File: src/rtl/imem_loader_ctrl_if.sv
// rtl/imem_loader_ctrl_if.sv - byte stream input and imem write port bundle for the program loader
interface imem_loader_ctrl_if;
   logic        in_valid;
   logic [7:0]  in_data;
   logic        in_ready;
   logic        mem_we;
   logic [31:0] mem_addr;
   logic [31:0] mem_wdata;

   modport master (
      output in_valid, in_data,
      input  in_ready, mem_we, mem_addr, mem_wdata
   );

   modport slave (
      input  in_valid, in_data,
      output in_ready, mem_we, mem_addr, mem_wdata
   );
endinterface

File: src/rtl/imem_loader_ctrl.sv
// rtl/imem_loader_ctrl.sv - framed byte-stream loader that writes RV32I imem and holds the core in reset
module imem_loader_ctrl #(
   parameter int DEPTH   = 64,
   parameter int TIMEOUT = 100000,
   parameter int CW      = 17
) (
   input  logic               clk,
   input  logic               reset,
   input  logic               start,
   imem_loader_ctrl_if.slave  bus,
   output logic               cpu_hold,
   output logic               busy,
   output logic               done,
   output logic               err,
   output logic [1:0]         err_code
);
   localparam int WI = $clog2(DEPTH + 1);

   typedef enum logic [2:0] {
      S_IDLE, S_LEN, S_DATA, S_WR, S_CSUM, S_DONE, S_ERR
   } state_t;

   state_t          state, state_nxt;
   logic [31:0]     cnt;
   logic [31:0]     word_sr;
   logic [7:0]      csum;
   logic [1:0]      byte_idx;
   logic [WI-1:0]   word_idx;
   logic [CW-1:0]   timer;
   logic [1:0]      err_pend;

   logic            ready_c, we_c, xfer;
   logic [1:0]      code_c;
   logic [31:0]     len_full;
   logic [CW-1:0]   timer_inc;
   logic            tmo, last_word;

   assign len_full  = {bus.in_data, cnt[31:8]};
   assign timer_inc = timer + 1'b1;
   assign tmo       = (timer_inc == CW'(TIMEOUT));
   assign last_word = ((32'(word_idx) + 32'd1) == cnt);
   assign xfer      = ready_c & bus.in_valid;

   always_ff @(posedge clk) begin
      if (reset) state <= S_IDLE;
      else       state <= state_nxt;
   end

   always_comb begin
      state_nxt = state;
      ready_c   = 1'b0;
      we_c      = 1'b0;
      code_c    = 2'd0;
      case (state)
         S_IDLE: if (start) state_nxt = S_LEN;
         S_LEN: begin
            ready_c = 1'b1;
            if (bus.in_valid) begin
               if (byte_idx == 2'd3) begin
                  if (len_full > 32'(DEPTH)) begin
                     state_nxt = S_ERR;
                     code_c    = 2'd1;
                  end else if (len_full == 32'd0) begin
                     state_nxt = S_CSUM;
                  end else begin
                     state_nxt = S_DATA;
                  end
               end
            end else if (tmo) begin
               state_nxt = S_ERR;
               code_c    = 2'd3;
            end
         end
         S_DATA: begin
            ready_c = 1'b1;
            if (bus.in_valid) begin
               if (byte_idx == 2'd3) state_nxt = S_WR;
            end else if (tmo) begin
               state_nxt = S_ERR;
               code_c    = 2'd3;
            end
         end
         // Write cycle of DATA: input is stalled and the timer is frozen.
         S_WR: begin
            we_c      = 1'b1;
            state_nxt = last_word ? S_CSUM : S_DATA;
         end
         S_CSUM: begin
            ready_c = 1'b1;
            if (bus.in_valid) begin
               if (bus.in_data == csum) begin
                  state_nxt = S_DONE;
               end else begin
                  state_nxt = S_ERR;
                  code_c    = 2'd2;
               end
            end else if (tmo) begin
               state_nxt = S_ERR;
               code_c    = 2'd3;
            end
         end
         S_DONE:  state_nxt = S_IDLE;
         S_ERR:   state_nxt = S_IDLE;
         default: state_nxt = S_IDLE;
      endcase
   end

   assign bus.in_ready  = ready_c;
   assign bus.mem_we    = we_c;
   assign bus.mem_addr  = 32'(word_idx) << 2;
   assign bus.mem_wdata = word_sr;

   // Status flags change on leaving DONE/ERR, so they appear the cycle after entry.
   always_ff @(posedge clk) begin
      if (reset) begin
         cnt      <= '0;
         word_sr  <= '0;
         csum     <= '0;
         byte_idx <= '0;
         word_idx <= '0;
         timer    <= '0;
         err_pend <= '0;
         cpu_hold <= 1'b0;
         busy     <= 1'b0;
         done     <= 1'b0;
         err      <= 1'b0;
         err_code <= 2'd0;
      end else begin
         case (state)
            S_IDLE: begin
               if (start) begin
                  cnt      <= '0;
                  word_sr  <= '0;
                  csum     <= '0;
                  byte_idx <= '0;
                  word_idx <= '0;
                  timer    <= '0;
                  err_pend <= '0;
                  done     <= 1'b0;
                  err      <= 1'b0;
                  err_code <= 2'd0;
                  busy     <= 1'b1;
                  cpu_hold <= 1'b1;
               end
            end
            S_LEN, S_DATA, S_CSUM: begin
               if (xfer) begin
                  timer    <= '0;
                  byte_idx <= byte_idx + 2'd1;
                  if (state == S_LEN) cnt <= len_full;
                  if (state == S_DATA) begin
                     word_sr <= {bus.in_data, word_sr[31:8]};
                     csum    <= csum ^ bus.in_data;
                  end
               end else begin
                  timer <= timer_inc;
               end
            end
            S_WR: word_idx <= word_idx + 1'b1;
            S_DONE: begin
               done     <= 1'b1;
               busy     <= 1'b0;
               cpu_hold <= 1'b0;
            end
            S_ERR: begin
               err      <= 1'b1;
               err_code <= err_pend;
               busy     <= 1'b0;
            end
            default: ;
         endcase
         if (code_c != 2'd0) err_pend <= code_c;
      end
   end
endmodule

File: src/flat_wrapper.sv
// flat-port wrapper written by rule: the top's interface ports become plain ports
module imem_loader_ctrl_flat 
#(
   parameter int DEPTH   = 64,
   parameter int TIMEOUT = 100000,
   parameter int CW      = 17
)
  (clk, reset, start, cpu_hold, busy, done, err, err_code, bus_in_valid, bus_in_data, bus_in_ready, bus_mem_we, bus_mem_addr, bus_mem_wdata);
  imem_loader_ctrl_if bus_i ();
  input  logic clk;
  input  logic reset;
  input  logic start;
  output logic cpu_hold;
  output logic busy;
  output logic done;
  output logic err;
  output logic [1:0] err_code;
  input wire logic [$bits(bus_i.in_valid)-1:0] bus_in_valid;
  input wire logic [$bits(bus_i.in_data)-1:0] bus_in_data;
  output wire logic [$bits(bus_i.in_ready)-1:0] bus_in_ready;
  output wire logic [$bits(bus_i.mem_we)-1:0] bus_mem_we;
  output wire logic [$bits(bus_i.mem_addr)-1:0] bus_mem_addr;
  output wire logic [$bits(bus_i.mem_wdata)-1:0] bus_mem_wdata;
  assign bus_i.in_valid = bus_in_valid;
  assign bus_i.in_data = bus_in_data;
  assign bus_in_ready = bus_i.in_ready;
  assign bus_mem_we = bus_i.mem_we;
  assign bus_mem_addr = bus_i.mem_addr;
  assign bus_mem_wdata = bus_i.mem_wdata;
  imem_loader_ctrl #(.DEPTH(DEPTH), .TIMEOUT(TIMEOUT), .CW(CW)) u_core (.clk(clk), .reset(reset), .start(start), .bus(bus_i), .cpu_hold(cpu_hold), .busy(busy), .done(done), .err(err), .err_code(err_code));
endmodule
File: config.mk
export PLATFORM = sky130hd
export DESIGN_NAME = imem_loader_ctrl_flat
export DESIGN_NICKNAME = d
export VERILOG_FILES = /design/src/rtl/imem_loader_ctrl_if.sv /design/src/rtl/imem_loader_ctrl.sv /design/src/flat_wrapper.sv
export SDC_FILE = /design/constraint.sdc
export NUM_CORES = 1
export LEC_CHECK = 0
export ABC_CLOCK_PERIOD_IN_PS = 2900
export BUFFER_PORTS_ARGS = -buffer_cell sky130_fd_sc_hd__buf_2
export CAP_MARGIN = 20
export CORE_MARGIN = 3
export CORE_UTILIZATION = 48
export DETAILED_ROUTE_END_ITERATION = 7
export GPL_TIMING_DRIVEN = 0
export PLACE_DENSITY = 0.68
export SYNTH_ARGS = -nofsm -noshare
export SYNTH_HDL_FRONTEND = slang
export SYNTH_SLANG_ARGS = --single-unit
File: constraint.sdc
create_clock -name clk -period 2.9 [get_ports clk]
set_input_delay 0.29 -clock clk [delete_from_list [all_inputs] [get_ports clk]]
set_output_delay 0.29 -clock clk [all_outputs]
set_load 0.005 [all_outputs]
==> results of run 1 <==
[power groups by stage]
stage	clock (mW)	combinational (mW)	sequential, mW
2_1_floorplan	0	0.406	1.60
3_3_place_gp	0	0.567	1.60
3_5_place_dp	0	0.577	1.61
4_1_cts	1.22	0.580	1.57
5_1_grt	1.29	0.650	1.58
6_report	1.20	0.587	1.57
[cells by family (layout without fill, tap and decap cells)]
family,count (synthesis),in the layout,share of synthesized area
AND/OR/NAND/NOR,301,301,0.273
AO/OA/AOI/OAI,172,172,0.186
flip-flops,109,109,0.402
buffers and inverters,83,156,0.0895
XOR/XNOR,20,20,0.0323
multiplexers,5,5,0.00945
adder cells (fa/ha/maj),3,3,0.00692
other,1,25,0.000691
[layer usage]
| layer | wire (µm) | vias to the layer above | global-route usage |
|---|---|---|---|
| met5 | 0 | - | 0 |
| met4 | 306 | 0 | 0.0881 |
| met3 | 1140 | 23 | 0.0507 |
| met2 | 6520 | 184 | 0.350 |
| met1 | 6810 | 2484 | 0.327 |
| li1 | - | 2599 | - |
[worst min-delay path: cells and delay by family]
kind	cells	cell delay (ns)
buf+inv	1	0.14
simple gates	1	0.07
compound gates	1	0.05
[cells in the final DEF, fill, tap and decap left out, types with 10 or more instances in the layout]
| cell | instances |
|---|---|
| nor2_1 | 61 |
| conb_1 | 25 |
| nand2_1 | 90 |
| buf_4 | 28 |
| buf_2 | 60 |
| o21ai_0 | 30 |
| nand3b_1 | 11 |
| dfxtp_1 | 109 |
| a21oi_1 | 93 |
| nor4_1 | 13 |
| xor2_1 | 12 |
| nand3_1 | 72 |
| a22oi_1 | 13 |
| clkbuf_1 | 33 |
| nor3_1 | 10 |
[final cells by class]
type | count | area, µm² | share of cell area
clock inverter | 7 | 57.6 | 0.00919
sequential | 109 | 2180 | 0.349
multi-input combinational | 526 | 2850 | 0.455
inverter | 10 | 37.5 | 0.00600
timing repair buffer | 57 | 285 | 0.0456
clock buffer | 9 | 225 | 0.0360
buffer | 73 | 448 | 0.0716
tap | 140 | 175 | 0.0280
[how the worst min path moves through the flow]
stage,to,from,cells past startpoint,slack (ns)
detailed placement,u_core.bus.mem_wdata[3],u_core.bus.mem_wdata[3],2,0.44
global route,u_core.cnt[30],bus_in_data[6],3,0.24
CTS,u_core.cnt[30],bus_in_data[6],3,0.23
finish,u_core.cnt[30],bus_in_data[6],3,0.24
global placement,u_core.bus.mem_wdata[0],u_core.bus.mem_wdata[0],2,0.44
floorplan,u_core.cnt[24],bus_in_data[0],2,0.44
[stage by stage]
stage                     utilization  hold slack [ns]
after floorplan                     -            0.437
after global placement          0.547            0.439
after detailed placement        0.547            0.444
after CTS                       0.572            0.234
after global routing            0.572            0.245
final                           0.572            0.241
[flip-flops by register name (all words and copies together) (netlist names)]
register and flops:
u_core.bus.mem_wdata 32, u_core.busy 1, u_core.byte_idx 2, u_core.cnt 32, u_core.cpu_hold 1, u_core.csum 8, u_core.done 1, u_core.err 1
u_core.err_code 2, u_core.err_pend 2, u_core.state 3, u_core.timer 17, u_core.word_idx 7
==> impl_metrics.yaml, run 1 <==
synth:
  synth_cells: 694
  synth.most_common_cell: "dfxtp_1"
  yosysWarnings: 0
  synth_ff_type: "dfxtp_1"
  synth_commonest_cells: "dfxtp_1, a21oi_1, nand2_1"
  netlist_area_um2: 5430
  yosysTopAreaCell: "dfxtp_1"
  synth_area_leaders: "dfxtp_1, a21oi_1, nand3_1"
  synth.top_cell.area_share: 0.402
  async_flop_share: 0
  ys_seq_area_frac: 0.402
  ys_ff_latch: 109
  ys_types: 62
  syn_area_per_cell_um2: 7.82
  synth-edff-count: 0
timing:
  min_period_over_period: 0.888
  tightest_slew_ns: 0.723
  relSlewSlack: 0.518
  setup_violations: 0
  finClkSkew_ns: 0.00450
  min_period_ns: 2.58
  slew_violations: 0
  final_hold_viol_count: 0
  fmax_ghz: 0.388
  rsz0062_at_grt: "no"
  fin_ws_ns: 0.324
  finalSetupTns_ns: 0
worst_setup_path:
  rrSetupSlack_ns: 0.32
  crit_family: "compound AO/OA/AOI/OAI gates"
  path_buf_inv: 0
  r2r-end: "u_core.state[2]"
  arrival_ns: 2.84
  path_depth: 8
  r2r_cells: 8
  cpMaxStageDelayCell: "dfxtp_1"
  start_kind: "register"
  end_kind: "register"
  worstReg2RegStart: "u_core.timer[0]"
  endpoint: "u_core.state[2]"
  cp.required_ns: 3.17
  crit_fanout: 8
  crit_chain: "ha_1 > nand3_1 > a311o_2 > o21ai_0 > nand4_1 > nor4b_1 > o21ai_0 > a311oi_1"
  max_stage_delay_ns: 0.52
  crit_type: "reg2reg"
  critPathMostFrequentCell: "o21ai_0"
  cp-startpoint: "u_core.timer[0]"
detailed_routing:
  ant_nets: 0
  post_drt_wl_per_cell_um: 15.9
  route.detailed.drc: 0
  totalWireLength_um: 14800
  vias_per_cell: 5.68
  drt_pass1_iterations: 5
  num_vias: 5290
  drtIter0Drc: 375
final_layout:
  nFillCells: 1047
  final_cells: 931
  n_antenna_cell: 0
  finalNetCount: 801
  final_area_um2: 6260
  drive_gt1_frac: 0.155
  area_growth_pct: 15.4
placed_design:
  pre_cts_ws_ns: 0.391
  routabilityCongestion: 0.928
  dpl.cell_count: 915
  numPortBuffers: 57
  dp_hpwl_um: 10500
  placed_area_um2: 5980
power_and_ir_drop:
  total_power_mw: 3.36
  leakagePower_nw: 2.42
  p_seq_frac: 0.467
  swShare: 0.315
  intPower_mw: 2.30
  pwr-share-clk: 0.358
  ir_worst_vdd_mv: 0.357
  p_comb_frac: 0.174
  power_density_nw_per_um2: 537
  p_sw_mw: 1.06
clock_network:
  cts_root_buf: "clkbuf_16"
  ctsHoldBuffers: 0
  htreeDepth: 3
  cts_buffers: 9
  numClockSinks: 109
  post_cts_buffers: 0
  clock_path_buffers: 2
  clkTransAtPathRegs_ns: 0.08
  cts_tree: "yes"
  clock_latency_ns: 0.36
  ctsResizeCount: 0
floorplanning:
  die_y_um: 112
  rows: 38
  io_pins: 84
  die-area_um2: 12600
  die_width_um: 112
  start_util: 0.496
  core_um2: 10900
global_route:
  grt_usage: 0.233
  antenna_found_initial: 0
  grt_max_degree: 20
  grt_pass1_vias: 4789
  grt_pass1_wl_um: 24100
  overflow: 0
run:
  drv_cap: 0
hold_path:
  hold_path_class: "in2reg"
status:
  status: "finished, final reports clean"
No activity file was read; power rests on OpenSTA's default activity.
==> run 2, diff against run 1 <==
- CTS_BUF_LIST: not set -> sky130_fd_sc_hd__clkbuf_8
==> run 2 against run 1 <==
Combinational power about the same. Cell area is 1.6% lower. Sequential cell count unchanged. Global-route usage decreased by 0.29 points. Critical path type unchanged. Largest power group unchanged. Highest routed layer unchanged.
==> impl_metrics.yaml, run 2 (synthesized netlist as in run 1, its figures left out) <==
clock_network:
  ctsHoldBuffers: 0
  cts_tree: "yes"
  clock_latency_ns: 0.39
  numClockSinks: 109
  cts_buffers: 9
  ctsResizeCount: 0
  post_cts_buffers: 0
  clock_path_buffers: 2
  clkTransAtPathRegs_ns: 0.11
  htreeDepth: 3
  cts_root_buf: "clkbuf_8"
detailed_routing:
  vias_per_cell: 5.68
  ant_nets: 0
  route.detailed.drc: 0
  drt_pass1_iterations: 5
  post_drt_wl_per_cell_um: 15.6
  drtIter0Drc: 383
  totalWireLength_um: 14600
  num_vias: 5288
power_and_ir_drop:
  intPower_mw: 2.03
  leakagePower_nw: 2.37
  p_sw_mw: 1.01
  ir_worst_vdd_mv: 0.278
  p_comb_frac: 0.192
  pwr-share-clk: 0.292
  power_density_nw_per_um2: 495
  p_seq_frac: 0.516
  swShare: 0.332
placed_design:
  routabilityCongestion: 0.928
  numPortBuffers: 57
  pre_cts_ws_ns: 0.391
  dp_hpwl_um: 10500
  placed_area_um2: 5980
  dpl.cell_count: 915
worst_setup_path:
  crit_type: "reg2reg"
  crit_fanout: 8
  start_kind: "register"
  cp-startpoint: "u_core.timer[0]"
  arrival_ns: 2.89
  rrSetupSlack_ns: 0.31
  cp.required_ns: 3.20
  end_kind: "register"
  worstReg2RegStart: "u_core.timer[0]"
final_layout:
  n_antenna_cell: 0
  nFillCells: 1067
  final_common_cell: "dfxtp_1"
  area_growth_pct: 13.5
  layout_common_cells: "dfxtp_1, a21oi_1, nand2_1"
  multi_input_area_um2: 2850
  finalNetCount: 801
  drive_gt1_frac: 0.155
  final_area_um2: 6160
  final_cells: 931
  ff_latch_area_um2: 2180
run:
  drv_cap: 0
floorplanning:
  rows: 38
  die_width_um: 112
  io_pins: 84
  start_util: 0.496
  core_um2: 10900
  die_y_um: 112
  die-area_um2: 12600
global_route:
  grt_pass1_vias: 4735
  overflow: 0
  grt_max_degree: 20
  antenna_found_initial: 0
  grt_usage: 0.230
  grt_pass1_wl_um: 23900
status:
  status: "finished, final reports clean"
hold_path:
  hp-start: "bus_in_data[6]"
  hold_path_class: "in2reg"
timing:
  setup_violations: 0
  rsz0062_at_grt: "no"
  min_period_over_period: 0.893
  slew_violations: 0
  whs_ns: 0.209
  fmax_ghz: 0.386
  finalSetupTns_ns: 0
  relSlewSlack: 0.508
  final_hold_viol_count: 0
  tightest_slew_ns: 0.737
  fin_ws_ns: 0.311
  min_period_ns: 2.59
  finClkSkew_ns: 0.0108
-- run 2: per-layer routing --
layer,global-route usage,vias up,part of all wire
li1,-,2599,-
met1,0.326,2477,0.47
met2,0.349,189,0.44
met3,0.0469,23,0.075
met4,0.0777,0,0.018
met5,0,-,0
-- run 2: final timing paths --
path,to,depth (start not counted)
max reg2reg,u_core.state[2],8
min,u_core.cnt[30],3
min reg2reg,u_core.bus.mem_wdata[3],2
max,u_core.state[2],8
-- run 2: power by group through the flow --
stage               combinational [mW]  sequential (mW)  clock (mW)
finish                           0.584             1.57       0.889
floorplan                        0.406             1.60           0
global placement                 0.567             1.60           0
CTS                              0.579             1.57       0.914
global route                     0.649             1.58       0.976
detailed placement               0.577             1.61           0
-- run 2: final cells by class --
type                    count  share of cell area
flip-flops and latches    109               0.354
repair buffers             57              0.0463
plain buffers              73              0.0727
well taps                 140              0.0284
clock inverters             7             0.00935
clock buffers               9              0.0201
multi-input cells         526               0.463
inverters                  10             0.00610
-- run 2: through the flow --
| stage | power (mW) | utilization |
|---|---|---|
| 2_1_floorplan | 2.00 | - |
| 3_3_place_gp | 2.17 | 0.547 |
| 3_5_place_dp | 2.18 | 0.547 |
| 4_1_cts | 3.07 | 0.563 |
| 5_1_grt | 3.20 | 0.563 |
| 6_report | 3.05 | 0.563 |
-- run 2: critical path, cell delays in order, from the launching register on --
cell	delay (ns)
dfxtp_1	0.53
ha_1	0.29
nand3_1	0.22
a311o_2	0.41
o21ai_0	0.26
nand4_1	0.18
nor4b_1	0.27
o21ai_0	0.12
a311oi_1	0.22
